<file path="src/rtl/uart_arb_pkg.sv">
`timescale 1ns/1ps
`default_nettype none
// ============================================================================
// Module      : uart_arb_pkg
// Description : Shared types and the rotating-priority pick function for the
//               UART TX packet arbiter.
// Revision    : 1.0  initial release
// ============================================================================
package uart_arb_pkg;

    typedef enum logic [0:0] {
        IDLE = 1'b0,
        XFER = 1'b1
    } arb_state_e;

    localparam int UART_ARB_MAX_REQ = 8;
    localparam int UART_ARB_IDX_W   = 3;

    typedef struct packed {
        logic                      found;
        logic [UART_ARB_IDX_W-1:0] idx;
    } rr_pick_t;

    // Requester slots above the real count are tied low by the caller, so a
    // modulo-8 scan visits live requesters in the same order as modulo NUM_REQ.
    function automatic rr_pick_t rr_pick(
        input logic [UART_ARB_MAX_REQ-1:0] valid,
        input logic [UART_ARB_IDX_W-1:0]   ptr
    );
        rr_pick_t                  res;
        logic [UART_ARB_IDX_W-1:0] k;
        res = '0;
        for (int i = 1; i <= UART_ARB_MAX_REQ; i++) begin
            k = ptr + UART_ARB_IDX_W'(i);
            if (!res.found && valid[k]) begin
                res.found = 1'b1;
                res.idx   = k;
            end
        end
        return res;
    endfunction

endpackage
`default_nettype wire

</file>
<file path="src/rtl/uart_rr_pick.sv">
`timescale 1ns/1ps
`default_nettype none
// ============================================================================
// Module      : uart_rr_pick
// Description : Combinational rotating-priority encoder; first request above
//               ptr_i, wrapping modulo NUM_REQ.
// Revision    : 1.0  initial release
// ============================================================================
module uart_rr_pick #(
    parameter int NUM_REQ = 4
) (
    input  logic [NUM_REQ-1:0] req_i,
    input  logic [2:0]         ptr_i,
    output logic [2:0]         idx_o,
    output logic               found_o
);
    import uart_arb_pkg::*;

    logic [UART_ARB_MAX_REQ-1:0] req_ext;
    rr_pick_t                    pick;

    always_comb begin
        req_ext              = '0;
        req_ext[NUM_REQ-1:0] = req_i;
        pick                 = rr_pick(req_ext, ptr_i);
    end

    assign idx_o   = pick.idx;
    assign found_o = pick.found;

endmodule
`default_nettype wire

</file>
<file path="src/rtl/uart_tx_arb.sv">
`timescale 1ns/1ps
`default_nettype none
// ============================================================================
// Module      : uart_tx_arb
// Description : Packet-granular round-robin arbiter feeding the UART TX FIFO
//               push port through a one-deep registered output stage.
// Revision    : 1.0  initial release
// ============================================================================
module uart_tx_arb #(
    parameter int NUM_REQ   = 4,
    parameter int MAX_BURST = 16
) (
    input  logic                 clk_i,
    input  logic                 rst_i,
    input  logic [NUM_REQ-1:0]   req_valid_i,
    input  logic [NUM_REQ*8-1:0] req_data_i,
    input  logic [NUM_REQ-1:0]   req_last_i,
    output logic [NUM_REQ-1:0]   req_ready_o,
    output logic                 tx_valid_o,
    output logic [7:0]           tx_data_o,
    input  logic                 tx_ready_i,
    output logic [NUM_REQ-1:0]   grant_o,
    output logic                 busy_o
);
    import uart_arb_pkg::*;

    localparam int CNT_W = (MAX_BURST == 0) ? 8 : $clog2(MAX_BURST + 1);
    localparam logic [UART_ARB_IDX_W-1:0] PTR_RST = UART_ARB_IDX_W'(NUM_REQ - 1);

    arb_state_e                state_q;
    logic [UART_ARB_IDX_W-1:0] owner_q;
    logic [UART_ARB_IDX_W-1:0] ptr_q;
    logic [CNT_W-1:0]          cnt_q;
    logic [CNT_W-1:0]          cnt_d;
    logic [NUM_REQ-1:0]        grant_q;
    logic                      busy_q;
    logic                      out_valid_q;
    logic [7:0]                out_data_q;

    logic [UART_ARB_IDX_W-1:0] pick_idx;
    logic                      pick_found;
    logic [NUM_REQ-1:0]        ready;
    logic                      hs;
    logic [7:0]                owner_data;
    logic                      owner_last;
    logic                      burst_hit;

    uart_rr_pick #(
        .NUM_REQ (NUM_REQ)
    ) u_pick (
        .req_i   (req_valid_i),
        .ptr_i   (ptr_q),
        .idx_o   (pick_idx),
        .found_o (pick_found)
    );

    // grant_q is zero outside XFER, so ready needs no state decode here.
    assign ready = grant_q & {NUM_REQ{~out_valid_q | tx_ready_i}};
    assign hs    = |(ready & req_valid_i);

    always_comb begin
        owner_data = 8'h00;
        owner_last = 1'b0;
        for (int k = 0; k < NUM_REQ; k++) begin
            if (owner_q == UART_ARB_IDX_W'(k)) begin
                owner_data = req_data_i[k*8 +: 8];
                owner_last = req_last_i[k];
            end
        end
    end

    always_comb begin
        if (MAX_BURST == 0 && cnt_q == {CNT_W{1'b1}}) begin
            cnt_d = cnt_q;
        end else begin
            cnt_d = cnt_q + 1'b1;
        end
    end

    assign burst_hit = (MAX_BURST != 0) && (cnt_d == CNT_W'(MAX_BURST));

    always_ff @(posedge clk_i) begin
        if (rst_i) begin
            state_q     <= IDLE;
            owner_q     <= '0;
            ptr_q       <= PTR_RST;
            cnt_q       <= '0;
            grant_q     <= '0;
            busy_q      <= 1'b0;
            out_valid_q <= 1'b0;
            out_data_q  <= 8'h00;
        end else begin
            if (hs) begin
                out_valid_q <= 1'b1;
                out_data_q  <= owner_data;
            end else if (tx_ready_i) begin
                out_valid_q <= 1'b0;
            end

            case (state_q)
                IDLE: begin
                    if (pick_found) begin
                        state_q <= XFER;
                        owner_q <= pick_idx;
                        cnt_q   <= '0;
                        grant_q <= NUM_REQ'(1) << pick_idx;
                        busy_q  <= 1'b1;
                    end
                end
                XFER: begin
                    if (hs) begin
                        cnt_q <= cnt_d;
                        if (owner_last || burst_hit) begin
                            state_q <= IDLE;
                            ptr_q   <= owner_q;
                            grant_q <= '0;
                            busy_q  <= 1'b0;
                        end
                    end
                end
                default: begin
                    state_q <= IDLE;
                    grant_q <= '0;
                    busy_q  <= 1'b0;
                end
            endcase
        end
    end

    assign req_ready_o = ready;
    assign tx_valid_o  = out_valid_q;
    assign tx_data_o   = out_data_q;
    assign grant_o     = grant_q;
    assign busy_o      = busy_q;

endmodule
`default_nettype wire

</file>
<file path="config.mk">
export PLATFORM = sky130hd
export DESIGN_NAME = uart_tx_arb
export DESIGN_NICKNAME = d
export VERILOG_FILES = /design/src/rtl/uart_arb_pkg.sv /design/src/rtl/uart_rr_pick.sv /design/src/rtl/uart_tx_arb.sv
export SDC_FILE = /design/constraint.sdc
export NUM_CORES = 1
export LEC_CHECK = 0
export BUFFER_PORTS_ARGS = -buffer_cell sky130_fd_sc_hd__buf_2
export CAP_MARGIN = 10
export CORE_AREA = 8 8 69 71
export CTS_BUF_LIST = sky130_fd_sc_hd__clkbuf_16
export DETAILED_ROUTE_END_ITERATION = 8
export DIE_AREA = 0 0 77 79
export PLACE_DENSITY = 0.78
export SETUP_SLACK_MARGIN = 0.05
export SYNTH_ARGS = -nofsm -noshare
export SYNTH_HDL_FRONTEND = slang
export SYNTH_SLANG_ARGS = --single-unit
</file>
<file path="constraint.sdc">
create_clock -name clk_i -period 3.2 [get_ports clk_i]
set_clock_uncertainty 0.2 [all_clocks]
set_input_delay 0.16 -clock clk_i [delete_from_list [all_inputs] [get_ports clk_i]]
set_output_delay 0.16 -clock clk_i [all_outputs]
set_load 0.005 [all_outputs]
</file>
==> out/metrics.cfg <==
[worst_setup_path]
crit_required_ns = 3.15
cp-end-kind = flop
reg2reg_to = grant_o[0]$_SDFFE_PP0P_
rrSetupSlack_ns = 0.63
arrival_ns = 2.53
crit_chain = inv_1, ha_1, buf_4, mux4_2, nor4_1, nor2_1, o21ai_0, a22oi_1, a32o_1
cp_slowest_stage_delay_ns = 0.40
crit_path_start = ptr_q[1]$_SDFFE_PP1P_
ff2ff_path_depth = 9
crit_end = grant_o[0]$_SDFFE_PP0P_
crit_fanout = 6
reg2reg_from = ptr_q[1]$_SDFFE_PP1P_
worstSetupStartpointType = flop
worstSetupPathType = reg2reg
cp_slowest_cell = nor4_1

[sta]
hold_violations = 0
slew_headroom_pct = 62.5
layout_setup_ws_ns = 0.627
setup_viol = 0
hold_ws_ns = 0.0726
setup_tns_ns = 0
period_share_pct = 80.4
drv_slew = 0
fmax_mhz = 389
final.min_clock_period_ns = 2.57
rsz0062_at_grt = false
worst_slew_pin_slew_ns = 0.561

[pwr]
ir_drop_v = 0.000282
p_leak_nw = 0.956
p_per_area_nw_per_um2 = 495
power_mw = 1.11

[cells_and_area]
syn2layout_area_growth_pct = 26.3
stdcell_area_sq_um = 2240
nFillCells = 345
drive_above_1_share_pct = 37.5
stdcell_count = 303
multi_input_area_sq_um = 1180
register_area_sq_um = 520
final_nets = 300
antennaDiodeCount = 0
final_util_pct = 59.0

[clock_tree]
cts_tree = done
clk-insertion-delay-late_ns = 0.26
htree_num_levels = 1
cts_buffers = 3
clk_pin_slew_ns = 0.06
postCtsHoldBufs = 0
clockRootBuffer = clkbuf_16
cts_resized = 0
cts_setup_buffers = 0
clock_sinks = 26
clock_path_buffers = 2

[synthesis]
synthArstFlopShare_pct = 0
synthCells = 193
yosysSeqAreaShare_pct = 29.3
syn_area_per_cell_sq_um = 9.20
yosysWarnings = 0
synth_edf_count = 0
synthesis.nets = 239
yosysTopAreaCell = dfxtp_1
ys_types = 46
netlist_top_cells_area = dfxtp_1, mux4_2, a21oi_1, nor2_1, nor3b_1
synth_area_sq_um = 1780
synth_top_area_share_pct = 29.3
yosys_most_used_dff = dfxtp_1
ys_seq_elements = 26

[routing]
first_iter_violations = 147
vias = 1742
drt_wl_total_microns = 4630
first_pass_iters = 4
viasPerCell = 5.75
wire_per_inst_microns = 15.3
antenna_left = 0
drc = 0

[global_routing]
grt.overflow.total = 0
grt_max_degree = 26
grt_pass1_wl_microns = 7890
grtUsageTotal_pct = 15.5
antenna_found_initial = 0
first_global_vias = 1748

[floorplanning]
num_io_pins = 61
initial_core_util_pct = 46.7
die_x_microns = 77
die_height_microns = 79
dieArea_sq_um = 6080
core-area_sq_um = 3800
num_rows = 23

[run_status]
status = finished clean

[place]
dp_slack_ns = 0.641
dp_hpwl_microns = 3610
place_congestion = 0.944
place_inst = 299
place.port_buffers = 60
dpl_cell_area_sq_um = 2140

[run]
maxCapViolations = 0

[min_path]
hold_class = in2reg

final cells by class:
cell class	instances	area share (%)
inverter	5	0.837
tap	50	2.79
sequential	26	23.2
clock inverter	1	1.34
clock buffer	3	3.35
multi-input combinational	151	52.7
timing repair buffer	67	15.7
Yosys cell counts (2+ instances only):
library cell  instances
mux4_2               13
o41ai_2               2
ha_1                  3
or2_2                 2
nor3_1                2
a31oi_1               2
a21boi_1              2
o21ai_0               5
o21ai_1               2
nand3_1               6
a311oi_1              3
mux2_2                3
nor2b_1               2
a21oi_1              19
a41oi_1               2
clkbuf_1              7
a22oi_1               2
nor3b_1               9
nand2_1              15
xnor2_1               2
a32o_1                2
nand2b_1              6
dfxtp_1              26
a22o_1                3
a211oi_1              2
o22ai_1               2
inv_1                 5
o21a_1                2
nor2_1               18
and2_1                7
nor4_1                2
cell families (layout without fill, tap and decap cells):
logic type | count (synthesis) | count (layout) | synth area share [%]
xor gates and xnor gates | 3 | 3 | 1.48
adders and majority gates | 3 | 3 | 2.11
muxes | 18 | 18 | 19.6
and+or+nand+nor | 72 | 72 | 21.1
DFF | 26 | 26 | 29.3
AOI/OAI and AO/OA | 55 | 55 | 22.3
buffers and inverters | 16 | 76 | 4.09
power breakdown:
group | total [mW] | switching, mW | internal, mW
clock network | 0.360 | 0.111 | 0.249
registers | 0.381 | 0.0224 | 0.359
logic | 0.368 | 0.185 | 0.183
total | 1.11 | 0.318 | 0.791
sequential cells by signal (all words and copies together) (netlist names):
name / flops
ptr_q: 3
owner_q: 3
state_q: 1
tx_data_o: 8
grant_o: 4
cnt_q: 5
busy_o: 1
tx_valid_o: 1
cell usage in the layout (no fill, tap or decap), types with 5 or more instances in the layout:
cell type and count:
buf_2 60, dfxtp_1 26, a21oi_1 19, nor2_1 18, nand2_1 15, mux4_2 13
nor3b_1 9, and2_1 7, buf_4 7, nand2b_1 6, nand3_1 6, inv_1 5
o21ai_0 5
how the worst min path moves through the flow:
| stage | start | cells past startpoint | end | slack [ns] |
|---|---|---|---|---|
| global route | tx_ready_i | 3 | tx_valid_o$_SDFFE_PP0P_ | 0.11 |
| global placement | tx_data_o[0]$_SDFFE_PP0P_ | 2 | tx_data_o[0]$_SDFFE_PP0P_ | 0.27 |
| detailed placement | tx_data_o[2]$_SDFFE_PP0P_ | 2 | tx_data_o[2]$_SDFFE_PP0P_ | 0.27 |
| finish | tx_ready_i | 3 | tx_valid_o$_SDFFE_PP0P_ | 0.07 |
| CTS | tx_ready_i | 3 | tx_valid_o$_SDFFE_PP0P_ | 0.08 |
| floorplan | req_valid_i[2] | 2 | state_q$_SDFF_PP0_ | 0.15 |
metal layers:
layer / vias up / track usage, % / routed length, microns
met2: 79 / 25.3 / 2110
li1: 857 / - / -
met4: 0 / 4.91 / 55
met3: 6 / 5.42 / 398
met1: 800 / 18.7 / 2070
met5: - / 0 / 0
worst max-delay path: cells and delay by family (launching register included):
kind,cells,cell delay [ns]
adder cells (fa/ha/maj),1,0.31
AND/OR/NAND/NOR,2,0.48
flip-flops,1,0.33
multiplexers,1,0.32
AO/OA/AOI/OAI,3,0.58
buffers and inverters,2,0.25
No activity file was read; power rests on OpenSTA's default activity.
